**config.mk**
```make
export PLATFORM = sky130hd
export DESIGN_NAME = core_periph_bridge
export DESIGN_NICKNAME = d
export VERILOG_FILES = /design/src/rtl/core_periph_bridge.sv
export SDC_FILE = /design/constraint.sdc
export NUM_CORES = 1
export LEC_CHECK = 0
export BUFFER_PORTS_ARGS = -buffer_cell sky130_fd_sc_hd__buf_4
export CORE_AREA = 8 8 142 144
export CTS_BUF_LIST = sky130_fd_sc_hd__clkbuf_4
export DETAILED_ROUTE_END_ITERATION = 10
export DIE_AREA = 0 0 150 152
export HOLD_SLACK_MARGIN = 0.03
export MAX_ROUTING_LAYER = met4
export PLACE_DENSITY = 0.67
export REMOVE_ABC_BUFFERS = 1
export SLEW_MARGIN = 20
export SYNTH_ARGS = -nofsm -noshare
export SYNTH_HDL_FRONTEND = slang
export SYNTH_SLANG_ARGS = --single-unit
```
**constraint.sdc**
```tcl
create_clock -name clock -period 11.21 [get_ports clock]
set_clock_uncertainty 0.2 [all_clocks]
set_input_delay 2.242 -clock clock [delete_from_list [all_inputs] [get_ports clock]]
set_output_delay 2.242 -clock clock [all_outputs]
set_load 0.05 [all_outputs]
```
**src/rtl/core_periph_bridge.sv**
```systemverilog
// -----------------------------------------------------------------------------
// core_periph_bridge
//
// Turns the core's level-held data-peripheral access (d_valid held until
// d_ready) into a registered request/acknowledge transaction on the
// peripheral bus. The bridge holds d_ready low until the bus completes, which
// stalls the core pipeline. It then returns read data and the error status.
//
// Optional feature macro: PERIPH_TIMEOUT_EN
//   When defined, a REQ phase that sees no p_ack for TIMEOUT_CYCLES cycles is
//   force-completed with rdata = all ones and d_err = 1. When undefined, no
//   counter is built and REQ waits for p_ack indefinitely.
//
// Ports:
//   clock, reset        core clock; asynchronous active-high reset
//   d_valid             core access request, held high until d_ready
//   mem_read/mem_write  access type (write wins if both are set)
//   addr, wdata,byte_en core address, store data, store byte enables
//   d_ready             one-cycle completion pulse
//   rdata, d_err        load data / error flag, valid with d_ready
//   p_req, p_we         bus request / write strobe
//   p_addr              addr - PERIPHERAL_BASE, low P_ADDR_WIDTH bits
//   p_wdata, p_be       bus write data / byte enables
//   p_ack, p_rdata,p_err bus completion, read data, error
// -----------------------------------------------------------------------------
module core_periph_bridge #(
    parameter logic [63:0] PERIPHERAL_BASE = 64'h2000_0000,
    parameter int          P_ADDR_WIDTH    = 32,
    parameter int          TIMEOUT_CYCLES  = 256
) (
    input  logic                    clock,
    input  logic                    reset,
    input  logic                    d_valid,
    input  logic                    mem_read,
    input  logic                    mem_write,
    input  logic [63:0]             addr,
    input  logic [63:0]             wdata,
    input  logic [7:0]              byte_en,
    output logic                    d_ready,
    output logic [63:0]             rdata,
    output logic                    d_err,
    output logic                    p_req,
    output logic                    p_we,
    output logic [P_ADDR_WIDTH-1:0] p_addr,
    output logic [63:0]             p_wdata,
    output logic [7:0]              p_be,
    input  logic                    p_ack,
    input  logic [63:0]             p_rdata,
    input  logic                    p_err
);

    localparam logic [1:0] IDLE = 2'd0;
    localparam logic [1:0] REQ  = 2'd1;
    localparam logic [1:0] DONE = 2'd2;

    logic [1:0]              state_q,   state_d;
    logic                    d_ready_q, d_ready_d;
    logic [63:0]             rdata_q,   rdata_d;
    logic                    d_err_q,   d_err_d;
    logic                    p_req_q,   p_req_d;
    logic                    p_we_q,    p_we_d;
    logic [P_ADDR_WIDTH-1:0] p_addr_q,  p_addr_d;
    logic [63:0]             p_wdata_q, p_wdata_d;
    logic [7:0]              p_be_q,    p_be_d;

    // Bus offset: unsigned 64-bit subtraction, truncated to the bus width.
    logic [P_ADDR_WIDTH-1:0] offset;
    assign offset = P_ADDR_WIDTH'(addr - PERIPHERAL_BASE);

    // A load is implied by !mem_write, so mem_read itself carries no extra
    // information here.
    logic unused_ok;

`ifdef PERIPH_TIMEOUT_EN
    localparam int               CNT_W    = $clog2(TIMEOUT_CYCLES + 1);
    localparam logic [CNT_W-1:0] CNT_LAST = CNT_W'(TIMEOUT_CYCLES - 1);

    logic [CNT_W-1:0] tmo_cnt_q, tmo_cnt_d;

    // Cleared while idle so it starts at zero on REQ entry; counts REQ cycles
    // that did not see p_ack.
    always_comb begin
        tmo_cnt_d = tmo_cnt_q;
        if (state_q == IDLE) begin
            tmo_cnt_d = '0;
        end else if (state_q == REQ && !p_ack) begin
            tmo_cnt_d = tmo_cnt_q + 1'b1;
        end
    end

    always_ff @(posedge clock or posedge reset) begin
        if (reset) begin
            tmo_cnt_q <= '0;
        end else begin
            tmo_cnt_q <= tmo_cnt_d;
        end
    end

    assign unused_ok = mem_read;
`else
    assign unused_ok = mem_read ^ (TIMEOUT_CYCLES == 0);
`endif

    always_comb begin
        state_d   = state_q;
        rdata_d   = rdata_q;
        d_err_d   = d_err_q;
        p_we_d    = p_we_q;
        p_addr_d  = p_addr_q;
        p_wdata_d = p_wdata_q;
        p_be_d    = p_be_q;

        case (state_q)
            IDLE: begin
                if (d_valid) begin
                    p_addr_d  = offset;
                    p_wdata_d = wdata;
                    p_be_d    = byte_en;
                    p_we_d    = mem_write;
                    state_d   = REQ;
                end
            end
            REQ: begin
                // p_ack takes priority over a timeout in the same cycle.
                if (p_ack) begin
                    rdata_d = p_we_q ? 64'd0 : p_rdata;
                    d_err_d = p_err;
                    state_d = DONE;
                end
`ifdef PERIPH_TIMEOUT_EN
                else if (tmo_cnt_q == CNT_LAST) begin
                    rdata_d = '1;
                    d_err_d = 1'b1;
                    state_d = DONE;
                end
`endif
            end
            DONE: begin
                state_d = IDLE;
            end
            default: begin
                state_d = IDLE;
            end
        endcase

        // Handshake outputs are decoded from the next state so they appear
        // as plain flops: no combinational path from p_ack to d_ready.
        d_ready_d = (state_d == DONE);
        p_req_d   = (state_d == REQ);
    end

    always_ff @(posedge clock or posedge reset) begin
        if (reset) begin
            state_q   <= IDLE;
            d_ready_q <= 1'b0;
            rdata_q   <= '0;
            d_err_q   <= 1'b0;
            p_req_q   <= 1'b0;
            p_we_q    <= 1'b0;
            p_addr_q  <= '0;
            p_wdata_q <= '0;
            p_be_q    <= '0;
        end else begin
            state_q   <= state_d;
            d_ready_q <= d_ready_d;
            rdata_q   <= rdata_d;
            d_err_q   <= d_err_d;
            p_req_q   <= p_req_d;
            p_we_q    <= p_we_d;
            p_addr_q  <= p_addr_d;
            p_wdata_q <= p_wdata_d;
            p_be_q    <= p_be_d;
        end
    end

    assign d_ready = d_ready_q;
    assign rdata   = rdata_q;
    assign d_err   = d_err_q;
    assign p_req   = p_req_q;
    assign p_we    = p_we_q;
    assign p_addr  = p_addr_q;
    assign p_wdata = p_wdata_q;
    assign p_be    = p_be_q;

endmodule

```
==> run summary <==
Cell Area, Synth = 6932 sq um
Nets@finish = 997
Startpoint class of the critical path = flop
Die height = 152 um
Max Fclk = 0.2378 GHz
First-pass GRT wire length = 31.08 mm
Leakage Power = 0.004886 uW
Via-to-Cell Ratio = 4.691
DR iter-0 viols = 202
Initial Utilization = 38.99%
Sw frac = 51.33%
Row count = 49
Final Hold Fails = 0
DRT Pass-1 Iters = 4
Pre-CTS setup slack = 6.819 ns
Setup ws final = 7.004 ns
Synth Instances = 445
Fill cells = 1,534
Crit path kind = reg2out
Layout cells sized above 1 = 57.98%
Start point of the critical path = p_we$_DFFE_PP0P_
Total Wirelength = 20.56 mm
Num CTS Buffers = 17
PwrDens = 352.3 nW/um^2
HPWL after DPL = 15.86 mm
Antenna viol nets, final = 0
Synth Register Bits = 174
Crit path arrival time = 1.76 ns
HP Class = reg2reg
Top cells by area, synth = dfrtp_1 (63%), mux2_1 (14%), mux2_2 (13%)
Async SR Flop Fraction = 100.0%
Status = complete, no violations
Total Power = 3513 uW
Synth area leader = dfrtp_1
FF-to-FF path depth = 3
EDFF count, synth = 0
Resize count post-CTS = 0
CORE AREA = 17,780 sq um
Total negative slack = 0 ns
Reg-to-reg endpoint = p_wdata[1]$_DFFE_PP0P_
Worst reg2reg setup slack = 8.71 ns
Clock-pin slew on the worst setup and hold paths = 0.12 ns
Top cells by count, synth = dfrtp_1 (174), mux2_1 (88), mux2_2 (81), nor2b_1 (64), buf_6 (9)
DR vias = 4,841
CTS tree = done
Die Wd = 150 um
Primary FF master, synth = dfrtp_1
Initial antenna violation count = 1
Fin util = 56.08%
Sw Pwr = 1803 uW
DRC viols = 0
GRT Util Overall = 18.41%
Reg power frac = 30.4%
Final hold slack = 0.3028 ns
Crit. End Element = output port
Max-Cap Viols = 0
Die area = 22,800 sq um
Crit path time final = 4.206 ns
Layout area overhead = 43.84%
Root Buffer = clkbuf_4
Req. time, crit path = 8.77 ns
R2R Path Start = state_q[0]$_DFF_PP0_
H-tree lvl count = 4
Worst skew pair latency = 0.55 ns
Largest net degree at the start of global routing = 89
Port Buffers = 345
WL per Instance = 19.93 um
Worst setup endpoint = p_we
Synth cell types = 16
Setup Buffers After CTS = 0
Logic pwr share = 59.2%
Rel. slew slack = 29.68%
Fin crit share = 37.52%
Ys Warns = 0
Avg Cell Area, Syn = 15.58 sq um
RSZ-0062 raised after global routing = no
Count leader, synth = dfrtp_1
Sink Count = 174
Io pins = 379
Gpl congestion = 0.7779
Hold Buf Count CTS = 0
Remaining Overflow, GRT = 0
Number of global-route vias before repair = 5,320
Power Internal = 1710 uW
Clock share of power = 10.4%
Clock tree buffer depth = 2
Sequential area share after synthesis = 62.82%
Worst-Margin Slew = 1.055 ns
Fin. max-slew vios = 0
Maximum VDD drop = 186.7 uV
Crit-path max FO = 66
Setup violators final = 0
Share of the synthesized area in the top cell type = 62.82%
## power by group through the flow
stage | combinational [uW] | sequential (uW) | clock [uW]
global placement | 2080 | 1070 | 0
CTS | 2110 | 1070 | 380
detailed placement | 2110 | 1080 | 0
finish | 2080 | 1070 | 365
floorplan | 376 | 2110 | 0
global route | 2160 | 1110 | 403
## registers in the layout (all words and copies together), names as in the netlist
register  flops
p_wdata      64
d_ready       1
rdata        64
p_be          8
state_q       2
p_we          1
p_req         1
p_addr       32
d_err         1
## critical path, cell delays in order (launching register included)
cell	delay [ns]
dfrtp_2	0.36
buf_4	0.52
buf_4	0.32
## logic make-up (layout without fill, tap and decap cells)
kind of cell             Yosys count  in the layout  synth area share [%]
flip-flops                       174            174                 62.82
multiplexers                     170            170                 27.60
AND/OR/NAND/NOR                   68             68                 6.263
buffers and inverters             29            386                 2.798
AO/OA/AOI/OAI                      2              2                0.2165
adder cells (fa/ha/maj)            1              1                0.1805
XOR/XNOR                           1              1                0.1264
other                              0              1                     0
## cells in the final DEF, fill, tap and decap left out
cell	n
clkinv_1	2
buf_4	349
and3b_1	1
and3b_2	1
clkinvlp_4	2
nor3b_4	1
inv_8	1
inv_6	7
dfrtp_2	1
inv_1	3
clkbuf_4	17
mux2i_1	1
dfrtp_1	173
a211oi_1	2
bufinv_16	2
buf_6	1
nor2b_1	64
nor2_1	1
mux2_2	81
mux2_1	88
diode_2	1
ha_1	1
xor2_1	1
clkinv_2	2
## layer usage
layer	track usage, %	up-vias	wire, um
li1	-	2209	-
met1	18.60	2456	7487
met2	33.13	150	11510
met3	4.930	26	1126
met4	6.905	0	439
met5	-	-	0
## area by class of cell
class,count,area (sq um),area share [%]
inverters,4,20.02,0.2008
diodes,1,2.502,0.02510
clock buffers,17,127.6,1.280
multi-input cells,242,2391,23.98
flip-flops and latches,174,4355,43.68
clock inverters,15,156.4,1.569
repair buffers,350,2631,26.39
well taps,229,286.5,2.874
## how the worst min path moves through the flow
stage                           startpoint                     end  slack [ns]  cells after the start
floorplan             state_q[1]$_DFF_PP0_         p_req$_DFF_PP0_        0.27                      1
global placement     p_addr[1]$_DFFE_PP0P_   p_addr[1]$_DFFE_PP0P_        0.27                      1
detailed placement   rdata[16]$_DFFE_PP0P_   rdata[16]$_DFFE_PP0P_        0.28                      1
CTS                  rdata[15]$_DFFE_PP0P_   rdata[15]$_DFFE_PP0P_        0.31                      1
global route        p_addr[29]$_DFFE_PP0P_  p_addr[29]$_DFFE_PP0P_        0.32                      1
finish                rdata[2]$_DFFE_PP0P_    rdata[2]$_DFFE_PP0P_        0.30                      1
## per-stage QoR
| stage | instances | cell area (sq um) |
|---|---|---|
| floorplan | 420 | 6753 |
| CTS | 1031 | 9965 |
| finish | 1032 | 9971 |
| global placement | 999 | 9681 |
| global route | 1032 | 9971 |
| detailed placement | 999 | 9681 |
(Power assumes the default switching activity.)
